**config.mk**
```make
export PLATFORM = sky130hd
export DESIGN_NAME = exception_sequencer
export DESIGN_NICKNAME = d
export VERILOG_FILES = /design/src/rtl/exc_pkg.sv /design/src/rtl/exc_priority_enc.sv /design/src/rtl/exception_sequencer.sv
export SDC_FILE = /design/constraint.sdc
export NUM_CORES = 1
export LEC_CHECK = 0
export CORE_UTILIZATION = 45
export DETAILED_ROUTE_END_ITERATION = 6
export PLACE_DENSITY = 0.91
export SLEW_MARGIN = 20
export SYNTH_ARGS = -nofsm -noshare
export SYNTH_HDL_FRONTEND = slang
export SYNTH_HIERARCHICAL = 1
export SYNTH_SLANG_ARGS = --single-unit
```
**constraint.sdc**
```tcl
create_clock -name clk -period 7.01 [get_ports clk]
set_input_delay 1.0515 -clock clk [delete_from_list [all_inputs] [get_ports clk]]
set_output_delay 1.0515 -clock clk [all_outputs]
set_load 0.01 [all_outputs]
```
**src/rtl/exc_pkg.sv**
```systemverilog
// Shared types and constants for the exception entry sequencer.
// Optional build macro: EXC_COUNT_EN (adds the accepted-exception counter).
package exc_pkg;

    // Sequencer states; encoding is exposed on the debug state port.
    typedef enum logic [2:0] {
        IDLE    = 3'd0,
        SAVE    = 3'd1,
        FETCH   = 3'd2,
        WAIT    = 3'd3,
        LOAD_PC = 3'd4
    } state_e;

    // Exception cause codes, ordered so that code-1 indexes the vector table.
    typedef enum logic [1:0] {
        CAUSE_NONE = 2'd0,
        CAUSE_OPC  = 2'd1,
        CAUSE_OVF  = 2'd2,
        CAUSE_DIV0 = 2'd3
    } cause_e;

    // Address of the opcode-exception vector byte; overflow and div0 follow it.
    localparam int unsigned VEC_BASE_DEFAULT = 253;

    // Vector byte address for a cause: opcode at base, overflow base+1, div0 base+2.
    function automatic logic [31:0] vec_addr(input logic [31:0] base, input cause_e c);
        return base + {30'd0, c} - 32'd1;
    endfunction

endpackage

```
**src/rtl/exc_priority_enc.sv**
```systemverilog
// Fixed-priority encoder of the three exception flags into a cause code.
// Opcode beats overflow beats divide-by-zero; no flag gives CAUSE_NONE.
module exc_priority_enc
    import exc_pkg::*;
(
    input  logic   flag_opcode_i,
    input  logic   flag_ovf_i,
    input  logic   flag_div0_i,
    output cause_e cause_o
);

    // Highest-priority asserted flag wins; lower ones are simply dropped.
    always_comb begin
        cause_o = CAUSE_NONE;
        if (flag_opcode_i) begin
            cause_o = CAUSE_OPC;
        end else if (flag_ovf_i) begin
            cause_o = CAUSE_OVF;
        end else if (flag_div0_i) begin
            cause_o = CAUSE_DIV0;
        end
    end

endmodule

```
**src/rtl/exception_sequencer.sv**
```systemverilog
// Exception entry sequencer for the multicycle MIPS core: saves PC-4 into EPC,
// reads the handler byte from the vector table and loads it into the PC while
// stalling the main control unit.
// Optional build macro: EXC_COUNT_EN adds exc_count, a saturating count of
// accepted exceptions.
//
// Strobe protocol: epc_wr, mem_rd and pc_wr are single-cycle pulses with their
// data (epc_data, mem_addr, pc_data) valid in the same cycle; there is no ready
// back-pressure. mem_addr stays valid from the mem_rd cycle until the byte is
// captured MEM_LATENCY cycles later. All outputs decode registered state only.
module exception_sequencer
    import exc_pkg::*;
#(
    parameter int unsigned VEC_BASE    = VEC_BASE_DEFAULT,
    parameter int unsigned MEM_LATENCY = 1
) (
    input  logic        clk,
    input  logic        reset,
    input  logic        flag_opcode,
    input  logic        flag_ovf,
    input  logic        flag_div0,
    input  logic [31:0] pc_in,
    input  logic [7:0]  mem_data,
    output logic        epc_wr,
    output logic [31:0] epc_data,
    output logic        mem_rd,
    output logic [31:0] mem_addr,
    output logic        pc_wr,
    output logic [31:0] pc_data,
    output logic        stall,
    output logic [1:0]  cause,
    output logic        exc_active,
`ifdef EXC_COUNT_EN
    output logic [7:0]  exc_count,
`endif
    output logic [2:0]  dbg_state
);

    localparam logic [2:0]  LAT      = 3'(MEM_LATENCY);
    localparam logic [31:0] VEC_BASE_W = 32'(VEC_BASE);

    state_e      state_q, state_d;
    cause_e      cause_q, cause_d;
    cause_e      enc_cause;
    logic [31:0] pc_q, pc_d;
    logic [2:0]  cnt_q, cnt_d;
    logic [7:0]  byte_q, byte_d;

    exc_priority_enc u_enc (
        .flag_opcode_i (flag_opcode),
        .flag_ovf_i    (flag_ovf),
        .flag_div0_i   (flag_div0),
        .cause_o       (enc_cause)
    );

    // State and datapath registers; reset aborts any sequence in flight.
    always_ff @(posedge clk or negedge reset) begin
        if (!reset) begin
            state_q <= IDLE;
            cause_q <= CAUSE_NONE;
            pc_q    <= 32'd0;
            cnt_q   <= 3'd0;
            byte_q  <= 8'd0;
        end else begin
            state_q <= state_d;
            cause_q <= cause_d;
            pc_q    <= pc_d;
            cnt_q   <= cnt_d;
            byte_q  <= byte_d;
        end
    end

    // Next-state logic: flags are only looked at in IDLE, so no nesting.
    always_comb begin
        state_d = state_q;
        cause_d = cause_q;
        pc_d    = pc_q;
        cnt_d   = cnt_q;
        byte_d  = byte_q;
        case (state_q)
            IDLE: begin
                if (enc_cause != CAUSE_NONE) begin
                    cause_d = enc_cause;
                    pc_d    = pc_in;
                    state_d = SAVE;
                end
            end
            SAVE:  state_d = FETCH;
            FETCH: begin
                cnt_d   = LAT;
                state_d = WAIT;
            end
            WAIT: begin
                cnt_d = cnt_q - 3'd1;
                // Counter hits zero on this edge: the byte is valid now.
                if (cnt_q <= 3'd1) begin
                    cnt_d   = 3'd0;
                    byte_d  = mem_data;
                    state_d = LOAD_PC;
                end
            end
            LOAD_PC: state_d = IDLE;
            default: state_d = IDLE;
        endcase
    end

    // Output decode from registered state; data buses are zero outside their strobe.
    always_comb begin
        epc_wr     = (state_q == SAVE);
        epc_data   = (state_q == SAVE) ? (pc_q - 32'd4) : 32'd0;
        mem_rd     = (state_q == FETCH);
        mem_addr   = (state_q == FETCH || state_q == WAIT) ? vec_addr(VEC_BASE_W, cause_q) : 32'd0;
        pc_wr      = (state_q == LOAD_PC);
        pc_data    = (state_q == LOAD_PC) ? {24'd0, byte_q} : 32'd0;
        stall      = (state_q != IDLE);
        exc_active = (state_q != IDLE);
        cause      = cause_q;
        dbg_state  = state_q;
    end

`ifdef EXC_COUNT_EN
    logic [7:0] exc_count_q;

    // Count accepted exceptions on entry to SAVE, saturating at 255.
    always_ff @(posedge clk or negedge reset) begin
        if (!reset) begin
            exc_count_q <= 8'd0;
        end else if (state_q == IDLE && enc_cause != CAUSE_NONE && exc_count_q != 8'hFF) begin
            exc_count_q <= exc_count_q + 8'd1;
        end
    end

    assign exc_count = exc_count_q;
`endif

endmodule

```
==> impl_metrics.csv, run 1 <==
group,metric,value,unit
layout,drive_gt1_frac,0.137,
sta,fin_crit_sh,0.627,
placement,place_area,0.00403,mm^2
layout,fin_nets,470,
clock_network,clock_latency,0.31,ns
sta,worstMarginPinSlew,0.869,ns
sta,setup_tns,0,ns
synthesis,synth_warnings,6,
route,firstDrtPassIters,4,
route,wl_per_cell,14.5,um
die,row_count,30,
die,core,0.00679,mm^2
die,start_util,0.465,
grt,grt_pass1_vias,2519,
sta,maxSlewViolCount,0,
synthesis,syn_area,0.00316,mm^2
placement,hpwlAfterDp,5670,um
layout,syn2layout_area_growth,31.3,%
route,vias_per_cell,5.17,
placement,dp_slack,2.99,ns
clock_network,postCtsSetupRepairBufs,0,
grt,grt_usage,0.209,
power,power_density,404,mW/mm^2
route,drcViolationCount,0,
placement,gp_congestion,0.808,
route,via_count,2682,
critical_path,path_max_fanout,7,
route,ant_nets,0,
hold_path,min_path_type,"flip-flop to flip-flop",
layout,final_area,0.00415,mm^2
sta,finClkSkew,0.00794,ns
sta,rsz0062_at_grt,"false",
clock_network,cts_buffer_depth,2,
grt,gr-total-overflow,0,
critical_path,max_stage_delay,0.57,ns
clock_network,cts_tree,"yes",
sta,period_needed,4.40,ns
power,p_leak,1.64,nW
synthesis,netlist.top_cell.by_area,"dfrtp_1",
grt,grt_max_degree,49,
clock_network,ctsRootBufferMaster,"clkbuf_8",
sta,finalSetupViolCount,0,
critical_path,path_class,"flip-flop to output port",
grt,antenna_found_initial,0,
grt,grt_pass1_wl,12100,um
layout,n_antenna_cell,0,
clock_network,htreeDepth,2,
critical_path,critPathLaunchType,"flip-flop",
die,die_h,85.8,um
sta,relSlewSlack,0.419,
synthesis,synth_cells,331,
job,cap_violations,0,
clock_network,cts.sink_count,48,
synthesis,synth_top_area_frac,0.380,
run_status,outcome,"complete, no violations",
placement,port_buffers,102,
sta,hold_violations,0,
die,die_area,0.00736,mm^2
route,drtIter0Drc,180,
synthesis,synth.ff_latch_count,48,
critical_path,rrSetupSlack,4.96,ns
die,die_w,85.8,um
clock_network,clk_pin_slew_worst_paths,0.09,ns
synthesis,ys_seq_area_frac,0.380,
critical_path,crit_chain,"inv_1 > ha_1 > or4b_4 > or4_4 > or4_1 > a21oi_1 > clkdlybuf4s50_1",
critical_path,crit_path_end_kind,"output port",
critical_path,cpMaxStageDelayCell,"clkdlybuf4s50_1",
critical_path,cp.arrival,3.34,ns
clock_network,cts_made_buffers,5,
power,ir_drop,214,uV
die,io_pins,151,
synthesis,syn_avg_cell_area,9.54,um^2
critical_path,required,5.96,ns
sta,setup_slack,2.61,ns
synthesis,synth_cell_types,41,
clock_network,cts_resized,0,
route,totalWireLength,7550,um
synthesis,synth_area_leaders,"dfrtp_1 (38%), mux2_2 (14%), buf_4 (13%), nor2_1 (2.7%), and2_1 (2.6%)",
sta,max_freq,227,MHz
clock_network,hold_buffers,0,
-- cells by family (layout without fill, tap and decap cells) --
family	after synthesis	count (layout)	share of synthesized area
mux	40	40	0.143
xor+xnor	9	9	0.0250
other cells	1	48	0.00119
fa+ha+maj	3	3	0.0119
flops	48	48	0.380
buf+inv	77	122	0.156
compound gates	46	46	0.0947
simple gates	107	107	0.189
-- report_power, final --
| group | internal (mW) | switching (mW) |
|---|---|---|
| clock network | 0.107 | 0.0967 |
| logic | 0.482 | 0.390 |
| registers | 0.420 | 0.182 |
-- stage by stage --
stage | hold slack (ns) | util | cells | power (mW)
after floorplan | 0.466 | - | 378 | 1.13
after global placement | 0.480 | 0.593 | 511 | 1.43
after detailed placement | 0.487 | 0.593 | 511 | 1.47
after CTS | 0.509 | 0.610 | 519 | 1.68
after global routing | 0.530 | 0.611 | 519 | 1.80
final | 0.509 | 0.611 | 519 | 1.68
-- cell usage in the layout, fill, tap and decap left out, types with 8 or more instances in the layout --
| cell type | netlist | layout |
|---|---|---|
| clkdlybuf4s50_1 | 0 | 101 |
| conb_1 | 1 | 48 |
| dfrtp_1 | 48 | 48 |
| mux2_2 | 40 | 40 |
| nor2_1 | 23 | 22 |
| nand2_1 | 16 | 16 |
| a21oi_1 | 16 | 16 |
| and2_1 | 13 | 13 |
| inv_1 | 11 | 11 |
| o31ai_1 | 10 | 10 |
| or4_1 | 10 | 10 |
| or3_1 | 9 | 9 |
| nor4_1 | 8 | 8 |
-- cells in the mapped netlist --
master / number
o21bai_1: 2
xor2_1: 3
a31oi_1: 1
nor4_2: 1
conb_1: 1
o31ai_1: 10
nor2_1: 23
nand2_1: 16
or3b_2: 1
or4_2: 1
or2_1: 1
or4b_4: 1
buf_1: 2
nor3b_1: 1
or3_1: 9
o311ai_0: 3
dfrtp_1: 48
a22o_1: 1
a21oi_1: 16
or2_2: 2
o21ai_0: 5
mux2_2: 40
xnor2_1: 6
and2_1: 13
nand4_1: 3
nor3_1: 6
inv_1: 11
o41ai_1: 3
a21o_1: 1
ha_1: 3
nand3b_1: 2
a21boi_0: 1
clkbuf_1: 10
o22ai_1: 1
or4_4: 1
nand3_1: 6
nor4_1: 8
buf_4: 54
nand2b_1: 2
or4_1: 10
o211ai_1: 2
-- final cells by class --
class | count | area (um^2)
Tap cell | 96 | 120
Clock buffer | 5 | 68.8
Multi-Input combinational cell | 253 | 1650
Clock inverter | 3 | 46.3
Fill cell | 558 | 2650
Inverter | 11 | 41.3
Sequential cell | 48 | 1200
Timing Repair Buffer | 103 | 1030
-- routing by layer --
layer,wire (um),global-route usage,vias up
met4,112,0.0576,0
met3,596,0.0616,9
met2,3660,0.355,135
met1,3180,0.260,1285
li1,-,-,1253
met5,0,0,-
-- worst paths after layout --
check                        startpoint      endpoint  cells past startpoint
max                             pc_q[2]  epc_data[18]                      7
max reg2reg                dbg_state[0]       pc_q[8]                      5
max in group asynchronous         reset      pc_q[28]                      1
min                            cause[0]      cause[0]                      2
min in group asynchronous         reset       pc_q[8]                      1
min reg2reg                    cause[0]      cause[0]                      2
-- flip-flops by register name (all words and copies together) (netlist names) --
name and flops:
cnt_q 3, pc_q 32, byte_q 8, dbg_state 3, cause 2
-- worst max-delay path: cells and delay by family (launching register included) --
family	cells	cell delay (ns)
buffers and inverters	2	0.68
AOI/OAI and AO/OA	1	0.18
and+or+nand+nor	3	1.49
DFF	1	0.46
adders and majority gates	1	0.23
No activity file was read; power rests on OpenSTA's default activity.
==> run 2: changes to the inputs <==
--- a/config.mk
+++ b/config.mk
@@ -5,9 +5,9 @@
 export SDC_FILE = /design/constraint.sdc
 export NUM_CORES = 1
 export LEC_CHECK = 0
-export CORE_UTILIZATION = 45
+export CORE_UTILIZATION = 42
 export DETAILED_ROUTE_END_ITERATION = 6
-export PLACE_DENSITY = 0.91
+export PLACE_DENSITY = 0.86
 export SLEW_MARGIN = 20
 export SYNTH_ARGS = -nofsm -noshare
 export SYNTH_HDL_FRONTEND = slang
==> constraint.sdc (replaced) <==
create_clock -name clk -period 4.4 [get_ports clk]
set_input_delay 0.66 -clock clk [delete_from_list [all_inputs] [get_ports clk]]
set_output_delay 0.66 -clock clk [all_outputs]
set_load 0.01 [all_outputs]
==> impl_metrics.csv, run 2 (synthesis results as in run 1) <==
group,metric,value,unit
run_status,outcome,"complete, no violations",
clock_network,cts_made_buffers,5,
grt,grt_max_degree,49,
critical_path,crit_path_end_kind,"output port",
die,die_area,0.00787,mm^2
clock_network,clk_pin_slew_worst_paths,0.10,ns
route,drcViolationCount,0,
layout,nFillCells,618,
route,vias_per_cell,5.07,
hold_path,min_path_type,"input pin to asynchronous set/reset pin",
sta,setup_tns,0,ns
die,core,0.00725,mm^2
job,cap_violations,0,
sta,maxSlewViolCount,0,
clock_network,htreeDepth,2,
placement,port_buffers,102,
critical_path,cp.arrival,3.37,ns
power,p_leak,1.65,nW
critical_path,path_max_fanout,7,
sta,rsz0062_at_grt,"false",
layout,n_antenna_cell,0,
clock_network,cts.sink_count,48,
die,row_count,31,
critical_path,critPathLaunchType,"flip-flop",
layout,fin_nets,471,
layout,final_common_cell,"clkdlybuf4s50_1",
sta,worstMarginPinSlew,0.794,ns
sta,finalSetupViolCount,0,
critical_path,required,3.74,ns
sta,period_needed,4.03,ns
route,drtIter0Drc,98,
grt,antenna_found_initial,0,
grt,grt_pass1_vias,2494,
die,start_util,0.436,
clock_network,cts_resized,0,
layout,multi_input_area,0.00165,mm^2
power,ir_drop,311,uV
layout,top_register,"pc_q",
clock_network,ctsRootBufferMaster,"clkbuf_8",
layout,final_cell_mix,"clkdlybuf4s50_1 (101), conb_1 (48), dfrtp_1 (48)",
die,io_pins,151,
layout,final_area,0.00415,mm^2
placement,hpwlAfterDp,5360,um
sta,fin_hold_ws,0.349,ns
grt,grt_usage,0.195,
grt,grt_pass1_wl,11900,um
route,wl_per_cell,13.8,um
clock_network,clock_latency,0.31,ns
die,die_h,88.7,um
clock_network,cts_buffer_depth,2,
critical_path,max_stage_delay,0.57,ns
layout,reg_top3,"pc_q (32), byte_q (8)",
clock_network,cts_tree,"yes",
sta,finClkSkew,0.0125,ns
grt,gr-total-overflow,0,
critical_path,path_class,"flip-flop to output port",
critical_path,cpMaxStageDelayCell,"clkdlybuf4s50_1",
sta,max_freq,248,MHz
route,totalWireLength,7240,um
layout,drive_gt1_frac,0.139,
route,ant_nets,0,
placement,gp_congestion,0.846,
placement,place_area,0.00404,mm^2
sta,hold_violations,0,
layout,syn2layout_area_growth,31.2,%
route,firstDrtPassIters,5,
route,via_count,2651,
sta,relSlewSlack,0.470,
critical_path,crit_chain,"inv_1 > ha_1 > or4b_4 > or4_4 > or4_1 > a21oi_1 > clkdlybuf4s50_1",
power,power_density,633,mW/mm^2
layout,seq_area,0.00120,mm^2
sta,fin_crit_sh,0.916,
layout,largest_reg_flops,32,
clock_network,postCtsSetupRepairBufs,0,
clock_network,hold_buffers,0,
die,die_w,88.7,um
run 2: cell type report:
type,instances,area share
repair buffers,104,0.249
flip-flops and latches,48,0.290
multi-input cells,253,0.397
clock buffers,6,0.0199
clock inverters,2,0.00423
inverters,11,0.00996
well taps,99,0.0299
run 2: report_power, final:
| group | internal, mW | total [mW] | leakage [nW] | switching (mW) |
|---|---|---|---|---|
| sequential | 0.669 | 0.952 | 0.568 | 0.283 |
| clock | 0.132 | 0.291 | 0.0522 | 0.159 |
| combinational | 0.770 | 1.38 | 1.03 | 0.613 |
| total | 1.57 | 2.63 | 1.65 | 1.05 |
run 2: worst max-delay path: cells and delay by family (launching register included):
family	cells	cell delay, ns
simple gates	3	1.48
buf+inv	2	0.68
flops	1	0.46
fa+ha+maj	1	0.23
compound gates	1	0.19
run 2: metrics by stage:
stage                     utilization  std cells  setup slack, ns  power (mW)
final                           0.572        523            0.370        2.63
after global placement          0.557        515            0.858        2.28
after global routing            0.572        523            0.280        2.83
after detailed placement        0.557        515            0.743        2.34
after floorplan                     -        378             1.41        1.79
after CTS                       0.571        523            0.362        2.64
run 2: worst paths after layout:
check	from	end	slack [ns]	cells after the start
setup / recovery	pc_q[2]	epc_data[18]	0.37	7
hold / removal	reset	pc_q[13]	0.35	1
setup reg to reg	dbg_state[0]	pc_q[31]	2.32	5
hold reg to reg	byte_q[3]	byte_q[3]	0.50	1
max in group asynchronous	reset	pc_q[7]	3.61	1
min in group clk	byte_q[3]	byte_q[3]	0.50	1
run 2: layer usage:
metal	wire length (um)	vias up	GRT usage
li1	-	1254	-
met1	3070	1256	0.248
met2	3500	124	0.324
met3	494	17	0.0401
met4	177	0	0.0836
met5	0	-	0
==> run 3: changes to the inputs <==
--- a/config.mk
+++ b/config.mk
@@ -6,6 +6,7 @@
 export NUM_CORES = 1
 export LEC_CHECK = 0
 export CORE_UTILIZATION = 42
+export CTS_CLUSTER_SIZE = 30
 export DETAILED_ROUTE_END_ITERATION = 6
 export PLACE_DENSITY = 0.86
 export SLEW_MARGIN = 20
==> results of run 3 <==
Final layout, timing and power as in run 2 (identical DEF).
